### config.mk
export PLATFORM = sky130hd
export DESIGN_NAME = keypad_scanner
export DESIGN_NICKNAME = d
export VERILOG_FILES = /design/src/rtl/keypad_scanner.sv
export SDC_FILE = /design/constraint.sdc
export NUM_CORES = 1
export LEC_CHECK = 0
export ABC_AREA = 1
export CAP_MARGIN = 20
export CORE_ASPECT_RATIO = 1.4
export CORE_MARGIN = 1.5
export CORE_UTILIZATION = 62
export DETAILED_ROUTE_END_ITERATION = 8
export PLACE_DENSITY = 0.83
export SLEW_MARGIN = 20
export SYNTH_ARGS = -nofsm -noshare
export SYNTH_HDL_FRONTEND = slang
export SYNTH_SLANG_ARGS = --single-unit
### constraint.sdc
create_clock -name clock -period 18.4 [get_ports clock]
set_input_delay 3.68 -clock clock [delete_from_list [all_inputs] [get_ports clock]]
set_output_delay 3.68 -clock clock [all_outputs]
set_load 0.01 [all_outputs]
### src/rtl/keypad_scanner.sv
// keypad_scanner: 3x4 matrix keypad column scan, row sync, debounce and key code output
module keypad_scanner #(
   parameter int CLOCK_FREQ             = 50000000,
   parameter int SCAN_PERIOD            = CLOCK_FREQ / 1000,
   parameter int DEBOUNCE_SCANS         = 20,
   parameter int SLOT_COUNTER_WIDTH     = $clog2(SCAN_PERIOD),
   parameter int DEBOUNCE_COUNTER_WIDTH = $clog2(DEBOUNCE_SCANS + 1)
) (
   input  logic       clock,
   input  logic       reset,
   input  logic [3:0] row,
   output logic [2:0] column,
   output logic [3:0] key,
   output logic       keyStrobe
);
   localparam logic [1:0] IDLE          = 2'd0;
   localparam logic [1:0] DEBOUNCE_PRESS = 2'd1;
   localparam logic [1:0] PRESSED       = 2'd2;
   localparam logic [1:0] DEBOUNCE_REL  = 2'd3;
   localparam logic [SLOT_COUNTER_WIDTH-1:0] SLOT_LAST = SLOT_COUNTER_WIDTH'(SCAN_PERIOD - 1);
   localparam logic [DEBOUNCE_COUNTER_WIDTH-1:0] DS_MAX = DEBOUNCE_COUNTER_WIDTH'(DEBOUNCE_SCANS);
   localparam bit DS_ONE = DEBOUNCE_SCANS == 1;
   // snapshot bit i is column i/4, row i%4; nibble i holds that key's code
   localparam logic [47:0] CODES = 48'hF963_A852_E741;

   logic [3:0] row_meta, row_sync;
   logic [SLOT_COUNTER_WIDTH-1:0] slot;
   logic [1:0] col_idx;
   logic [11:0] snap;
   logic scan_done, slot_last;
   logic [3:0] cand, lows;
   logic [1:0] state;
   logic [3:0] pending;
   logic [DEBOUNCE_COUNTER_WIDTH-1:0] count;
   logic reached;

   assign slot_last = slot == SLOT_LAST;
   assign reached = count >= DS_MAX - 1'b1;

   // decode the driven column from the column index
   always_comb column = col_idx == 2'd0 ? 3'b110 : col_idx == 2'd1 ? 3'b101 : 3'b011;

   // two-flop synchroniser for the asynchronous rows
   always_ff @(posedge clock or posedge reset)
      if (reset) {row_meta, row_sync} <= 8'hFF;
      else {row_meta, row_sync} <= {row, row_meta};

   // slot counter, column rotation, snapshot capture and end-of-scan pulse
   always_ff @(posedge clock or posedge reset)
      if (reset) begin
         slot      <= '0;
         col_idx   <= 2'd0;
         snap      <= '1;
         scan_done <= 1'b0;
      end else begin
         slot      <= slot_last ? '0 : slot + 1'b1;
         scan_done <= slot_last && col_idx == 2'd2;
         if (slot_last) begin
            snap[col_idx*4 +: 4] <= row_sync;
            col_idx <= col_idx == 2'd2 ? 2'd0 : col_idx + 2'd1;
         end
      end

   // single-low-bit decode; no key or multiple keys both give code 0
   always_comb begin
      cand = 4'h0;
      lows = 4'd0;
      for (int i = 0; i < 12; i++)
         if (!snap[i]) begin
            lows = lows + 4'd1;
            cand = CODES[i*4 +: 4];
         end
      if (lows != 4'd1) cand = 4'h0;
   end

   // debounce FSM, advancing only once per completed scan
   always_ff @(posedge clock or posedge reset)
      if (reset) begin
         state     <= IDLE;
         pending   <= 4'h0;
         count     <= '0;
         key       <= 4'h0;
         keyStrobe <= 1'b0;
      end else begin
         keyStrobe <= 1'b0;
         if (scan_done)
            case (state)
               IDLE:
                  if (cand != 4'h0) begin
                     pending <= cand;
                     count   <= DEBOUNCE_COUNTER_WIDTH'(1);
                     if (DS_ONE) begin
                        state     <= PRESSED;
                        key       <= cand;
                        keyStrobe <= 1'b1;
                     end else state <= DEBOUNCE_PRESS;
                  end
               DEBOUNCE_PRESS:
                  if (cand == 4'h0) begin
                     state <= IDLE;
                     count <= '0;
                  end else if (cand == pending) begin
                     count <= reached ? DS_MAX : count + 1'b1;
                     if (reached) begin
                        state     <= PRESSED;
                        key       <= pending;
                        keyStrobe <= 1'b1;
                     end
                  end else begin
                     pending <= cand;
                     count   <= DEBOUNCE_COUNTER_WIDTH'(1);
                  end
               PRESSED:
                  if (cand != key) begin
                     count <= DEBOUNCE_COUNTER_WIDTH'(1);
                     if (DS_ONE) begin
                        state <= IDLE;
                        key   <= 4'h0;
                     end else state <= DEBOUNCE_REL;
                  end
               default:
                  if (cand == key) state <= PRESSED;
                  else begin
                     count <= reached ? DS_MAX : count + 1'b1;
                     if (reached) begin
                        state <= IDLE;
                        key   <= 4'h0;
                     end
                  end
            endcase
      end
endmodule

==> results.json <==
{
  "status": "finished clean",
  "crit_path_start_kind": "flop",
  "final_replace_weighted_congestion": 0.8093,
  "yosys-top-cells-area": "sky130_fd_sc_hd__dfrtp_1, sky130_fd_sc_hd__nand2_1, sky130_fd_sc_hd__dfstp_2",
  "number_of_antenna_violations_at_the_first_check_in_global_routing": 0,
  "first_global_vias": 3660,
  "average_wire_per_standard_cell_microns": 11.73,
  "ctsLongestPathBuffers": 2,
  "crit_buf_inv": 8,
  "routed_via_count": 3553,
  "rows": 34,
  "ys_ff_latch": 55,
  "tightestPinTransition_ns": 0.9117,
  "cp.required_ns": 18.62,
  "die_w_microns": 71.83,
  "cp-end-kind": "flop",
  "tritoncts": "done",
  "timing.critical_path.mode_cell": "sky130_fd_sc_hd__nand2_1",
  "die_h_microns": 99.35,
  "post-cts-setup-buffers": 0,
  "hold_path_end": "row_sync[1]",
  "post_synthesis_net_count": 615,
  "rr_startpoint": "snap[1]",
  "crit_start": "snap[1]",
  "largest_net_degree_at_the_start_of_global_routing": 56,
  "floorplan.initialDensity": 0.6530,
  "holdCritStartpoint": "row_meta[1]",
  "synth.most_common_cell": "sky130_fd_sc_hd__nand2_1",
  "critical_path_peak_fanout": 14,
  "synth-edff-count": 0,
  "drt_iter0_markers": 133,
  "max-cap-violations": 0,
  "syn_avg_cell_area_sq_um": 7.016,
  "pin_count": 14,
  "place_inst": 664,
  "hold_path.class": "reg -> reg",
  "fin_cells": 672,
  "timing.final.crit_period_ns": 8.045,
  "worst_slew_margin_rel": 0.3915,
  "worst_ir_drop_vdd_mv": 0.05716,
  "antenna_violating_nets_post_route": 0,
  "grt_use_met3": 0.02837,
  "rsz_0062_raised_after_global_routing": "false",
  "met2_usage": 0.4879,
  "hpwlAfterDp_mm": 6.246,
  "timing.reg2reg.setup_slack_ns": 10.36,
  "total_count_of_hold_check_failures_in_the_final_report": 0,
  "hold-path-cell-count": 0,
  "wire_length_of_the_first_global_routing_pass_mm": 14.48,
  "yosys_warnings": 0,
  "reg2reg_to": "key[0]",
  "cts.sinks": 55,
  "p_per_area_mw_per_mm2": 45.00,
  "netlist.top_cell.by_area": "sky130_fd_sc_hd__dfrtp_1",
  "ys_types": 40,
  "antenna_cells_inserted": 0,
  "cts_hold_fix_bufs": 0,
  "async_reset_ff_frac": 1.000,
  "final.setup_skew_ns": 0.01369,
  "setup_viol": 0,
  "layout_worst_path_cycle_share": 0.4372,
  "htree_levels": 2,
  "ys_seq_area_frac": 0.3408,
  "buffer_ports.inserted": 13,
  "cpMaxStageDelayCell": "sky130_fd_sc_hd__dfstp_2",
  "power.static_leakage_nw": 2.305,
  "num-fill-cells": 516,
  "post_detailed_route_drc_marker_count": 0,
  "total_core_area_sq_mm": 0.006296,
  "synth.top_cell.area_share": 0.2130,
  "grt-ovfl-total": 0,
  "cts_root_buf": "sky130_fd_sc_hd__clkbuf_8",
  "slew_violations": 0,
  "clock_latency_on_the_worst_skew_pair_ns": 0.32,
  "layout-area-overhead-vs-synth_pct": 6.452,
  "post_cts_resize_count": 0,
  "worst_path_dominant_cell_family": "simple AND/OR/NAND/NOR gates",
  "finalNetCount": 628,
  "clk_pin_slew_ns": 0.11,
  "classification_of_the_worst_setup_path": "reg -> reg",
  "cpPeakStageDelay_ns": 0.58,
  "gr-usage-met1": 0.2614,
  "synth_ff_type": "sky130_fd_sc_hd__dfrtp_1",
  "global_route.peak_usage_layer": "met2",
  "die_area_sq_mm": 0.007136,
  "via_per_inst": 5.287,
  "timing.reg2reg.worst_path_depth": 48,
  "cts_buffers": 5,
  "grt_util_all_layers": 0.2457,
  "drt-total-wl_mm": 7.883,
  "post_synth_design_cell_area_sq_mm": 0.004111,
  "cp_data_arrival_time_ns": 8.27,
  "netlist_instances": 586,
  "post_route_cells_drive_above_1_share": 0.1633,
  "fmaxAchievable_mhz": 124.3,
  "synthTopCellsByCount": "sky130_fd_sc_hd__nand2_1, sky130_fd_sc_hd__inv_1, sky130_fd_sc_hd__nor2_1",
  "setup-tns-final_ns": 0,
  "drt_pass1_iterations": 4
}
sequential cells by signal, indices dropped and copies added (netlist names), 2 cells and up:
register and cells:
count 5, snap 12, col_idx 2, row_sync 4, key 4, state 2, pending 4, slot 16
row_meta 4
metrics by stage:
stage	hold WS [ns]	total power [mW]	util	instance area (sq um)	worst slack (ns)
6_report	0.3470	0.1969	0.6952	4377	10.36
5_1_grt	0.3471	0.2029	0.6952	4377	9.663
4_1_cts	0.3500	0.1987	0.6950	4375	10.33
3_5_place_dp	0.3475	0.1289	0.6798	4280	10.38
3_3_place_gp	0.3464	0.1287	0.6798	4280	10.70
2_1_floorplan	0.3452	0.1269	-	4111	11.12
report_power, final:
group	internal [mW]	leakage, nW	total (mW)	switching [mW]
sequential	0.123	0.683	0.123	0.000460
clock	0.0281	0.0491	0.0704	0.0423
combinational	0.00104	1.57	0.00350	0.00246
total	0.152	2.31	0.197	0.0452
how the worst max path moves through the flow:
stage	to	slack [ns]	cells after the start
after floorplan	count[2]	11.12	49
after global placement	key[3]	10.70	48
after detailed placement	key[0]	10.38	48
after CTS	key[0]	10.33	48
after global routing	pending[1]	9.66	47
final	key[0]	10.36	48
final cells by class:
cell class                 count  area [sq um]  area share
multi-input combinational    416          2251      0.5143
clock buffer                   5         68.82     0.01572
tap                           72         90.09     0.02058
timing repair buffer          13         130.1     0.02973
sequential                    55          1401      0.3202
inverter                     108         409.1     0.09348
clock inverter                 3         26.28    0.006003
metal layers:
| metal | vias up | routed length, microns |
|---|---|---|
| li1 | 1858 | - |
| met5 | - | 0 |
| met1 | 1625 | 3178 |
| met3 | 17 | 173 |
| met4 | 0 | 140 |
| met2 | 53 | 4391 |
layout by cell type (no fill, tap or decap), types with 2 or more instances in the layout:
cell                              Yosys  final
sky130_fd_sc_hd__o21ai_1              5      5
sky130_fd_sc_hd__a31oi_1              3      3
sky130_fd_sc_hd__inv_2                7      7
sky130_fd_sc_hd__nor2_2               3      3
sky130_fd_sc_hd__clkdlybuf4s50_1      0     13
sky130_fd_sc_hd__nor3_1               7      7
sky130_fd_sc_hd__nand2_1            176    176
sky130_fd_sc_hd__or2_2                7      7
sky130_fd_sc_hd__nand3_1             39     39
sky130_fd_sc_hd__ha_1                23     23
sky130_fd_sc_hd__inv_6                0      2
sky130_fd_sc_hd__dfstp_2             20     20
sky130_fd_sc_hd__nand3b_1             4      4
sky130_fd_sc_hd__nand3_2             12     12
sky130_fd_sc_hd__o211ai_2             2      2
sky130_fd_sc_hd__o21ai_0             20     20
sky130_fd_sc_hd__nand4_1             16     16
sky130_fd_sc_hd__o311ai_0             2      2
sky130_fd_sc_hd__nand2_2             22     22
sky130_fd_sc_hd__dfrtp_1             35     35
sky130_fd_sc_hd__a21oi_1             13     13
sky130_fd_sc_hd__clkbuf_8             0      5
sky130_fd_sc_hd__nand2_4              5      5
sky130_fd_sc_hd__nor2_1              40     40
sky130_fd_sc_hd__inv_1              100     99
sky130_fd_sc_hd__nor2_4               4      4
cell families after synthesis:
kind of cell	count (synthesis)	share of synthesized area
buffers and inverters	115	0.1117
xor gates and xnor gates	1	0.002131
DFF	55	0.3408
adders and majority gates	23	0.06999
and+or+nand+nor	340	0.4005
AOI/OAI and AO/OA	52	0.07487
(Power assumes the default switching activity.)
